--- config.mk ---
export PLATFORM = sky130hd
export DESIGN_NAME = mc_controller
export DESIGN_NICKNAME = d
export VERILOG_FILES = /design/src/rtl/mc_controller.sv
export SDC_FILE = /design/constraint.sdc
export NUM_CORES = 1
export LEC_CHECK = 0
export ABC_CLOCK_PERIOD_IN_PS = 2800
export CAP_MARGIN = 30
export CORE_MARGIN = 10
export CORE_UTILIZATION = 41
export CTS_CLUSTER_SIZE = 30
export DETAILED_ROUTE_END_ITERATION = 10
export GPL_ROUTABILITY_DRIVEN = 0
export HOLD_SLACK_MARGIN = 0.06
export PLACE_DENSITY = 0.84
export SLEW_MARGIN = 20
export SYNTH_ARGS = -nofsm -noshare
export SYNTH_HDL_FRONTEND = slang
export SYNTH_SLANG_ARGS = --single-unit
--- constraint.sdc ---
create_clock -name clk -period 2.8 [get_ports clk]
set_input_delay 0.42 -clock clk [delete_from_list [all_inputs] [get_ports clk]]
set_output_delay 0.42 -clock clk [all_outputs]
set_load 0.005 [all_outputs]
--- src/rtl/mc_controller.sv ---
// Multicycle MIPS main control FSM: sequences fetch/decode/execute/memory/writeback over a shared ALU and unified memory.
// Latency: R=4, lw=5, sw=4, beq=3, addi=4, j=3 cycles with mem_ready high; each low mem_ready cycle in FETCH/MEMRD/MEMWR adds one.
// Backpressure: holds in FETCH, MEMRD and MEMWR until mem_ready; optional bne support via `define MC_BNE_EN.
module mc_controller #(
  parameter int STATE_W = 4
) (
  input  logic               clk,
  input  logic               reset,
  input  logic [5:0]         op,
  input  logic [5:0]         funct,
  input  logic               zero,
  input  logic               mem_ready,
  output logic               iord,
  output logic               mem_write,
  output logic               ir_write,
  output logic               reg_dst,
  output logic               mem_to_reg,
  output logic               reg_write,
  output logic               alu_src_a,
  output logic [1:0]         alu_src_b,
  output logic [2:0]         alu_ctrl,
  output logic [1:0]         pc_src,
  output logic               pc_en,
  output logic               instr_done,
  output logic               illegal_op,
  output logic [STATE_W-1:0] state
);

  typedef enum logic [3:0] {
    S_FETCH   = 4'd0,
    S_DECODE  = 4'd1,
    S_MEMADR  = 4'd2,
    S_MEMRD   = 4'd3,
    S_MEMWB   = 4'd4,
    S_MEMWR   = 4'd5,
    S_EXECUTE = 4'd6,
    S_ALUWB   = 4'd7,
    S_BRANCH  = 4'd8,
    S_ADDIEX  = 4'd9,
    S_ADDIWB  = 4'd10,
    S_JUMP    = 4'd11
  } state_t;

  localparam logic [5:0] OP_R    = 6'b000000;
  localparam logic [5:0] OP_LW   = 6'b100011;
  localparam logic [5:0] OP_SW   = 6'b101011;
  localparam logic [5:0] OP_BEQ  = 6'b000100;
  localparam logic [5:0] OP_ADDI = 6'b001000;
  localparam logic [5:0] OP_J    = 6'b000010;
`ifdef MC_BNE_EN
  localparam logic [5:0] OP_BNE  = 6'b000101;
`endif

  state_t cur;
  state_t nxt;
  state_t eff;
  logic   pc_write;
  logic   branch_cond;
  logic   branch_take;

  // Branch taken condition: bne (when enabled) branches on a non-zero compare.
  // The IR holds op stable for the whole instruction, so op is valid in BRANCH.
`ifdef MC_BNE_EN
  assign branch_take = (op == OP_BNE) ? ~zero : zero;
`else
  assign branch_take = zero;
`endif

  assign pc_en = pc_write | (branch_cond & branch_take);
  assign state = STATE_W'(cur);

  // State register; reset returns to FETCH on the next edge.
  always_ff @(posedge clk) begin
    if (reset) cur <= S_FETCH;
    else       cur <= nxt;
  end

  // Next-state and output decode; while reset is high the FETCH selects are shown with every strobe held low.
  always_comb begin
    eff         = reset ? S_FETCH : cur;
    nxt         = S_FETCH;
    iord        = 1'b0;
    mem_write   = 1'b0;
    ir_write    = 1'b0;
    reg_dst     = 1'b0;
    mem_to_reg  = 1'b0;
    reg_write   = 1'b0;
    alu_src_a   = 1'b0;
    alu_src_b   = 2'b00;
    alu_ctrl    = 3'b010;
    pc_src      = 2'b00;
    pc_write    = 1'b0;
    branch_cond = 1'b0;
    instr_done  = 1'b0;
    illegal_op  = 1'b0;

    case (eff)
      S_FETCH: begin
        alu_src_b = 2'b01;
        ir_write  = mem_ready;
        pc_write  = mem_ready;
        nxt       = mem_ready ? S_DECODE : S_FETCH;
      end
      S_DECODE: begin
        alu_src_b = 2'b11;
        case (op)
          OP_LW, OP_SW: nxt = S_MEMADR;
          OP_R:         nxt = S_EXECUTE;
          OP_BEQ:       nxt = S_BRANCH;
`ifdef MC_BNE_EN
          OP_BNE:       nxt = S_BRANCH;
`endif
          OP_ADDI:      nxt = S_ADDIEX;
          OP_J:         nxt = S_JUMP;
          default: begin
            illegal_op = 1'b1;
            instr_done = 1'b1;
            nxt        = S_FETCH;
          end
        endcase
      end
      S_MEMADR: begin
        alu_src_a = 1'b1;
        alu_src_b = 2'b10;
        nxt       = (op == OP_SW) ? S_MEMWR : S_MEMRD;
      end
      S_MEMRD: begin
        iord = 1'b1;
        nxt  = mem_ready ? S_MEMWB : S_MEMRD;
      end
      S_MEMWB: begin
        mem_to_reg = 1'b1;
        reg_write  = 1'b1;
        instr_done = 1'b1;
      end
      S_MEMWR: begin
        iord       = 1'b1;
        mem_write  = 1'b1;
        instr_done = mem_ready;
        nxt        = mem_ready ? S_FETCH : S_MEMWR;
      end
      S_EXECUTE: begin
        alu_src_a = 1'b1;
        nxt       = S_ALUWB;
        case (funct)
          6'b100000: alu_ctrl = 3'b010;
          6'b100010: alu_ctrl = 3'b110;
          6'b100100: alu_ctrl = 3'b000;
          6'b100101: alu_ctrl = 3'b001;
          6'b101010: alu_ctrl = 3'b111;
          default: begin
            illegal_op = 1'b1;
            instr_done = 1'b1;
            nxt        = S_FETCH;
          end
        endcase
      end
      S_ALUWB: begin
        reg_dst    = 1'b1;
        reg_write  = 1'b1;
        instr_done = 1'b1;
      end
      S_BRANCH: begin
        alu_src_a   = 1'b1;
        alu_ctrl    = 3'b110;
        pc_src      = 2'b01;
        branch_cond = 1'b1;
        instr_done  = 1'b1;
      end
      S_ADDIEX: begin
        alu_src_a = 1'b1;
        alu_src_b = 2'b10;
        nxt       = S_ADDIWB;
      end
      S_ADDIWB: begin
        reg_write  = 1'b1;
        instr_done = 1'b1;
      end
      S_JUMP: begin
        pc_src     = 2'b10;
        pc_write   = 1'b1;
        instr_done = 1'b1;
      end
      default: nxt = S_FETCH;
    endcase

    if (reset) begin
      mem_write   = 1'b0;
      ir_write    = 1'b0;
      reg_write   = 1'b0;
      pc_write    = 1'b0;
      branch_cond = 1'b0;
      instr_done  = 1'b0;
      illegal_op  = 1'b0;
    end
  end

endmodule

# --- Yosys cells after proc, flatten, opt, wreduce, memory -nomap -nowiden ---
# Index checks and enable logic that the tools add are counted.
word_totals:
  ram_bits: 0
  reg_bits: 4
  elab_cells: 66
  latch_bits: 0
  n_memories: 0
  mem_bits_ro: 0
op_classes:
  mux: 32
  magnitude_cmp: 0
  eq_ne: 21
  n_reduce_logical: 10
  div_mod_pow: 0
  n_addsub: 0
  mul: 0
  shifts: 0
  bitwise: 2
op_table:
  columns: ["cell", "count"]
  rows:
  - ["$eq 6x6->1 const B", 7]
  - ["$pmux 4 s7", 1]
  - ["$pmux 4 s5", 1]
  - ["$mux 1", 18]
  - ["$eq 4x3->1 const B", 4]
  - ["$eq 4x4->1 const B", 4]
  - ["$mux 3", 4]
  - ["$pmux 3 s4", 1]
  - ["$reduce_or 5->1", 2]
  - ["$eq 4x2->1 const B", 2]
  - ["$eq 6x2->1 const B", 1]
  - ["$eq 6x3->1 const B", 1]
  - ["$eq 6x4->1 const B", 1]
  - ["$logic_not 6->1", 1]
  - ["$pmux 2 s3", 1]
  - ["$pmux 3 s2", 1]
  - ["$reduce_or 2->1", 3]
  - ["$reduce_or 6->1", 1]
  - ["$eq 4x1->1 const B", 1]
  - ["$logic_not 4->1", 1]
  - ["$mux 4", 1]
  - ["$pmux 1 s2", 2]
  - ["$pmux 1 s4", 1]
  - ["$pmux 2 s2", 1]
  - ["other kinds (4)", 4]

# --- Longest topological paths before layout ---
depth:
  depth_word: 6
  depth_mapped: 6
  depth_no_buf: 4

# --- Worst setup path before layout ---
# OpenSTA, ideal clock, no wires.
synth_path:
  kind: "flip-flop to output port"
  startpoint: "reg cur[3], in the netlist state[3]"
  endpoint: "out alu_ctrl[1]"
  path_slack_ns: 0.961
  n_path_buf: 0
  path_stages_with_launch: 5
  arrival_time_ns: 1.419
  required_ns: 2.380
  cell_sequence: "dfxtp_1 -> or3b_4 -> nor2_2 -> nand2_1 -> or4b_1"
synth_via:
  elab_chain_cells: 3
  elab_cells_between_ends: 4
  cone_classes: "2 x eq/ne; 2 x mux"
synth_lines:
  columns: ["item", "line", "rtl"]
  rows:
  - ["start, declared", "54", "state_t cur;"]
  - ["start signal, assigned", "75", "else cur <= nxt;"]
  - ["$mux 4 *", "80", "eff = reset ? S_FETCH : cur;"]
  - ["$eq 4x4->1 / $eq 4x3->1 (equally long branches)", "97", "case (eff)"]
  - ["$pmux 3 s2 *", "97", null]
  - ["end, declared", "21", "output logic [2:0] alu_ctrl,"]
# Every way passes the cells marked *; elsewhere a longest branch is shown, timed or not.

# --- Worst setup path in the final report ---
layout_path:
  startpoint: "reg cur[0], in the netlist state[0]"
  endpoint: "out alu_ctrl[1]"
# The elaborated chain is that of the path after synthesis.

==> results.txt <==
After clock tree synthesis, the clock-pin slew on the worst setup and hold paths is 0.04 ns. Area of combinational cells with multiple inputs: 576 um^2. Number of input and output port buffers inserted: 36. The class of the tightest hold or removal check is flop to flop. For the worst setup path, the data arrival time is 2.34 ns. The fraction of power consumed by combinational cells is 0.374. The number of vias in the routed layout is 930.

The signal on the critical path passes through or3b_4 -> nor2_2 -> nand2_1 -> or4b_1 -> clkdlybuf4s50_1. The post-route clock period utilization is 0.987. The largest stage delay on the critical path was 0.49 ns.

In this run the standard cell core region covers 1540 um^2. The run finished with clean final reports. The switching power of the nets was 0.0655 mW. The run gives 3 as the number of buffers created by CTS. Yosys printed 0 warnings.

The share of total power in sequential cells is 0.282, and the share of cells above drive strength 1 is 0.136. Yosys attributes the largest share of cell area to sky130_fd_sc_hd__dfxtp_1 (12%), sky130_fd_sc_hd__nor2_1 (7.1%), sky130_fd_sc_hd__nand3_1 (5.8%), sky130_fd_sc_hd__nand2b_1 (5.4%), sky130_fd_sc_hd__nand2_1 (4.9%). The headroom to the max-slew limit was 0.691; the remaining global-route overflow was 0. The floorplan step set the die height to 61.0 um. The number of enable flip-flop cells after synthesis came out at 0.

The number of inserted diodes was 0; the synthesized area per cell was 6.52 um^2. In this run, the number of DRC markers left after iteration 0 of detailed routing was 26. The leakage power figure is 0.425 nW.

Number of instances in the synthesized netlist: 106. The netlist uses 41 different library cells. In this run the clock root is driven by a sky130_fd_sc_hd__clkbuf_4. The maximum fanout along the worst path was 10.

At the pin with the least slew margin, the transition time is 0.463 ns. Dividing the detail-routed wire length by the instance count gives 15.7 um. Wire segments on met2 add up to 1310 um in the final route.

Between clock sinks in the finished design, the worst skew comes to 0.00556 ns. The residual DRC count was 0; the placed instance area was 1100 um^2. The maximum vdd ir drop is 0.000272 V, and the synthesized net count is 122. The number of optimization iterations in the first detailed-route pass is 4. Initial antenna violation count: 0. The highest metal layer carrying signal wires in the routed design is met3. The nature of the critical path startpoint is a flop.

Once layout is complete, the cells apart from fillers number 163. The quantity of hold-fixing buffers added after cts was 0; the mapped cell area was 691 um^2. Setup violations remaining at the end of the flow were counted as 0. Dividing the detail-routed via count by the number of cells gives 5.71. The final count of pins violating max slew was 0. The floorplan step defined a die boundary enclosing 3730 um^2. The tool flagged a number of max-cap violations equal to 0. Wire length of the first global-routing pass: 4010 um. The switching power share of the total works out to 0.299. Most frequently used flop master after synthesis: sky130_fd_sc_hd__dfxtp_1.

The sequential cells in the finished layout cover a total of 80.1 um^2. Relative to the synthesized area, the layout overhead comes to 64.1%. TritonCTS built the clock tree.

Post-route minimum period: 2.76 ns. For the number of top-level design ports, the log shows 37. The longest clock path from root to sink contains 2 buffers. Once detail routing completed, the nets flagged for antenna violations numbered 0. The clock reaches the later pin of the worst-skew pair after 0.24 ns.

The total routed wire length on the met1 layer is 1100 um. After routing the design area is 1130 um^2. The routed design uses 145 um of met3 wire. Count of filler cells inserted in the layout: 129. At the end of the flow, the number of nets in the layout was 165. The number of rows created at floorplan was 14; the proportion of synthesized chip area in sequential cells was 0.116. The cell count after placement is 159.

Share of the core filled with cells: 0.735. The worst setup path is captured at an output pin. The final layout contains routed wiring with a total length of 2550 um. The clock drives 4 sinks. Based on the critical path, the design can be clocked at up to 362 MHz. Detailed placement finished with a half-perimeter wire length of 2010 um. For the count of final hold-check violations, the log shows 0. Initial core utilization: 0.448. The run gives 0.132 as the total track usage. The async set-or-reset flop fraction in the synthesized netlist is 0, and the clock network power share is 0.344. The die span in x is 61.0 um, and the number of global-route vias before repair is 896. Among all stages on the critical path, the largest delay is contributed by sky130_fd_sc_hd__or4b_1.

The worst setup path is of the flop to output pin kind. The number of flip-flops in the largest register was 4. Entering global routing, the biggest net connects 21 pins. The tools report the worst endpoint required time as 2.38 ns. Cell internal power was estimated by the tool at 0.153 mW. Ratio of total power to cell area: 193 nW/um^2.

Dominant cell type by area after synthesis: sky130_fd_sc_hd__dfxtp_1. Counting flops and latches in the post-synthesis netlist gives 4. The share of Yosys cell area claimed by the top area cell type works out to 0.116. For the number of H-tree branching levels, the log shows 1.
[stage by stage]
stage / hold slack (ns) / setup slack [ns] / setup TNS (ns) / power, mW
detailed placement: 0.647 / 0.0560 / 0 / 0.143
global placement: 0.643 / 0.126 / 0 / 0.141
CTS: 0.640 / 0.0484 / 0 / 0.220
finish: 0.642 / 0.0354 / 0 / 0.219
global route: 0.692 / -0.0524 / -0.0524 / 0.231
floorplan: 0.614 / 0.961 / 0 / 0.0934
[layout by cell type (no fill, tap or decap), types with 2 or more instances in the layout]
| cell | netlist | routed |
|---|---|---|
| sky130_fd_sc_hd__or3b_4 | 2 | 2 |
| sky130_fd_sc_hd__nor3_1 | 6 | 6 |
| sky130_fd_sc_hd__nor2_1 | 13 | 13 |
| sky130_fd_sc_hd__nand3_1 | 8 | 8 |
| sky130_fd_sc_hd__and3_1 | 2 | 2 |
| sky130_fd_sc_hd__a21oi_1 | 5 | 5 |
| sky130_fd_sc_hd__inv_1 | 2 | 2 |
| sky130_fd_sc_hd__nand3b_1 | 2 | 2 |
| sky130_fd_sc_hd__o211ai_1 | 4 | 4 |
| sky130_fd_sc_hd__dfxtp_1 | 4 | 4 |
| sky130_fd_sc_hd__xor2_1 | 2 | 2 |
| sky130_fd_sc_hd__o21ai_0 | 6 | 6 |
| sky130_fd_sc_hd__nor4_1 | 3 | 3 |
| sky130_fd_sc_hd__clkbuf_4 | 0 | 3 |
| sky130_fd_sc_hd__nor2b_1 | 3 | 3 |
| sky130_fd_sc_hd__nand2_1 | 9 | 9 |
| sky130_fd_sc_hd__buf_4 | 0 | 9 |
| sky130_fd_sc_hd__nand2b_1 | 6 | 5 |
| sky130_fd_sc_hd__nor3b_1 | 2 | 2 |
| sky130_fd_sc_hd__clkdlybuf4s50_1 | 0 | 36 |
[critical path, delay by kind of cell (launching register included)]
| family | cells | cell delay (ns) |
|---|---|---|
| buffers and inverters | 1 | 0.46 |
| flip-flops | 1 | 0.39 |
| AND/OR/NAND/NOR | 4 | 1.25 |
[worst paths after layout]
kind / cells after the start / from / slack [ns] / endpoint
min reg2reg: 2 / state[0] / 0.64 / state[2]
max reg2reg: 5 / state[1] / 0.98 / state[0]
max: 5 / state[0] / 0.04 / alu_ctrl[1]
min: 2 / state[0] / 0.64 / state[2]
[synthesized netlist by cell type, types with 3 or more instances]
master / count
sky130_fd_sc_hd__nor2_1: 13
sky130_fd_sc_hd__nor3_1: 6
sky130_fd_sc_hd__a21oi_1: 5
sky130_fd_sc_hd__o211ai_1: 4
sky130_fd_sc_hd__nand3_1: 8
sky130_fd_sc_hd__dfxtp_1: 4
sky130_fd_sc_hd__clkbuf_1: 4
sky130_fd_sc_hd__o21ai_0: 6
sky130_fd_sc_hd__nand2_1: 9
sky130_fd_sc_hd__nor2b_1: 3
sky130_fd_sc_hd__nor4_1: 3
sky130_fd_sc_hd__nand2b_1: 6
[per-layer routing]
layer | global-route usage | up-vias
met5 | 0 | -
met4 | 0.0282 | 0
li1 | - | 480
met3 | 0.0247 | 0
met1 | 0.151 | 421
met2 | 0.245 | 29
[repair_timing]
item | CTS | global route
buffers inserted | 0 | 1
gates resized for setup | 0 | 1
endpoints found under the setup margin | 0 | 1
[cells by family after synthesis]
group                     after synthesis  share of synthesized area
DFF                                     4                      0.116
buffers and inverters                   9                     0.0616
xor gates and xnor gates                3                     0.0381
AOI/OAI and AO/OA                      25                      0.246
muxes                                   2                     0.0308
and+or+nand+nor                        63                      0.507
[power by group through the flow]
stage	combinational, mW	sequential (mW)	clock (mW)
5_1_grt	0.0893	0.0621	0.0792
2_1_floorplan	0.0322	0.0611	0
3_5_place_dp	0.0803	0.0625	0
3_3_place_gp	0.0785	0.0624	0
6_report	0.0819	0.0617	0.0753
4_1_cts	0.0809	0.0615	0.0774
[area by class of cell]
type / instances / share of cell area
Inverter: 2 / 0.00662
Sequential cell: 4 / 0.0706
Clock buffer: 3 / 0.0199
Timing Repair Buffer: 45 / 0.377
Tap cell: 16 / 0.0177
Multi-Input combinational cell: 93 / 0.508
Note: power is estimated with default switching activity, not from simulation.
==> patch, RTL diff (same flow settings) <==
Build with the macro `MC_BNE_EN` defined.
--- a/src/rtl/mc_controller.sv
+++ b/src/rtl/mc_controller.sv
@@ -1,6 +1,8 @@
 // Multicycle MIPS main control FSM: sequences fetch/decode/execute/memory/writeback over a shared ALU and unified memory.
 // Latency: R=4, lw=5, sw=4, beq=3, addi=4, j=3 cycles with mem_ready high; each low mem_ready cycle in FETCH/MEMRD/MEMWR adds one.
 // Backpressure: holds in FETCH, MEMRD and MEMWR until mem_ready; optional bne support via `define MC_BNE_EN.
+`define MC_BNE_EN
+
 module mc_controller #(
   parameter int STATE_W = 4
 ) (
Behaviour: not the same (a bounded check fails within 4 cycles, from zero or initial values and one cycle with reset high).
==> patch against the original RTL <==
- combinational power hardly changed
- sequential cell count stayed put
- clock power is 3.7% lower
- first-iteration DRC count is 54% lower
- count of clock-buffer cells in the layout stayed put
- synthesized area is 2.5% lower
- design area is 1.4% lower
- via count is 1.6% lower
- routed wire length is 5.5% lower
- total power is 0.63% lower
- setup slack better by 70 ps
==> patch: results (changes against the original RTL) <==
Cells and area
  – Nets@finish: 159 (-3.6%)
  – Antenna Cells: 0 (unchanged)
  – Fraction of layout cells with a size suffix above 1: 0.135 (-0.00130)
  – Fill count: 130 (+0.78%)
  – Max FFs per register: 4 (unchanged)

Synthesis
  – Netlist cell types: 42 (+2.4%)
  – Synthesized net count: 120 (-1.6%)
  – Mapped Cells: 104 (-1.9%)
  – Register area share after synthesis: 0.119 (+0.00302)
  – Top cells by area, synth: dfxtp_1 (12%), nor2_1 (8.9%), nor4b_1 (5.2%)
  – Commonest cells in the netlist: nor2_1 (16), nand2_1 (7), a21oi_1 (6), clkbuf_1 (6), nor3_1 (6)
  – Asr flop ratio synth: 0 (unchanged)
  – YS warnings: 0 (unchanged)
  – Most used flip-flop cell after synthesis: dfxtp_1

Placed design
  – I/O Buffers: 36 (unchanged)
  – Post-DP HPWL: 1.94 mm (-3.4%)
  – DP Area: 1060 µm² (-3.0%)
  – Post-placement cell count: 154 (-3.1%)

Worst hold path
  – Hold Crit Class: flop to flop

Timing
  – Least-Margin Pin Slew: 597 ps (+134 ps)
  – Setup Skew: 1.76 ps (-3.80 ps)

Clock tree
  – Clock latency on the worst-skew pair: 240 ps (about the same)
  – Clock Path Buffers: 2 (unchanged)
  – Cts bufs inserted: 3 (unchanged)
  – # Post-CTS Setup Buffers: 0 (unchanged)
  – Clk slew on worst S/H paths: 40 ps (about the same)
  – CTS Root Cell: clkbuf_4

Route
  – Via density: 5.83 (+2.1%)
  – Number of detailed-route iterations in the first pass: 4 (unchanged)
  – Iter 0 DRT Violations: 12 (-54%)
  – Via count: 915 (-1.6%)
  – Post-Route WL: 2.41 mm (-5.5%)

Critical path
  – Worst-path maximum fanout: 6 (-4)
  – Slowest stage cell, crit path: clkdlybuf4s50_1
  – CP max stage delay: 530 ps (+40 ps)
  – Worst Path Arrival: 2270 ps (-70 ps)

Run status
  – Outcome: finished clean

Global routing
  – Initial antenna violation count: 0 (unchanged)
  – GRT Resource Usage Total: 0.131 (-0.00121)
  – Vias in the first global route: 929 (+3.7%)
  – Pin count of the biggest net entering global routing: 21 (unchanged)
  – First-pass GRT wire length: 3.91 mm (-2.4%)

Power and ir drop
  – Peak VDD IR: 0.000212 V (-22%)
  – Leak: 0.423 nW (-0.27%)
[patch: changes by cell type after synthesis, moves of 3 or more]
cell	change
nand3_1	-4
nor4b_1	+4
o211ai_1	-4
nor2_1	+3
[patch: final timing paths]
path                            cells after the start  slack, ps      from    endpoint
worst min-delay path                                1        700  state[0]    state[3]
worst min register to register                      1        700  state[0]    state[3]
worst max register to register                      5        880  state[3]    state[0]
worst max-delay path                                6        110     op[2]  instr_done
[patch: kinds of logic (layout without fill, tap and decap cells)]
family / count (synthesis) / after routing / synth area share
simple gates: 61 / 61 / 0.502
compound gates: 24 / 24 / 0.251
buf+inv: 11 / 48 / 0.0743
flops: 4 / 4 / 0.119
xor+xnor: 3 / 3 / 0.0390
mux: 1 / 1 / 0.0149
[patch: layout make-up]
class	count	area, µm²	share of cell area
Clock buffer	3	22.5	0.0202
Multi-Input combinational cell	89	567	0.507
Timing Repair Buffer	43	420	0.376
Sequential cell	4	80.1	0.0717
Inverter	2	7.51	0.00672
Tap cell	16	20.0	0.0179
[patch: per-layer routing]
metal,track usage,part of all wire,vias to the layer above
li1,-,-,464
met1,0.141,0.41,407
met2,0.213,0.46,40
met3,0.0793,0.13,4
met4,0.0345,0.010,0
met5,0,0,-
[patch: worst max-delay path, delay by kind of cell]
family,cells,cell delay [ps]
AOI/OAI and AO/OA,3,540
buffers and inverters,2,970
and+or+nand+nor,1,330
[patch: metrics by stage]
| step | total power [mW] | setup WS [ps] |
|---|---|---|
| 2_1_floorplan | 0.0952 | 936 |
| 3_3_place_gp | 0.141 | 81.1 |
| 3_5_place_dp | 0.143 | 72.0 |
| 4_1_cts | 0.217 | 50.4 |
| 5_1_grt | 0.232 | 20.2 |
| 6_report | 0.218 | 106 |
[patch: report_power, final]
part           switching, mW  total [mW]  internal, mW  leakage, nW
Clock                 0.0245      0.0725        0.0480       0.0138
Combinational         0.0357      0.0822        0.0465        0.377
Sequential           0.00427      0.0629        0.0586       0.0325
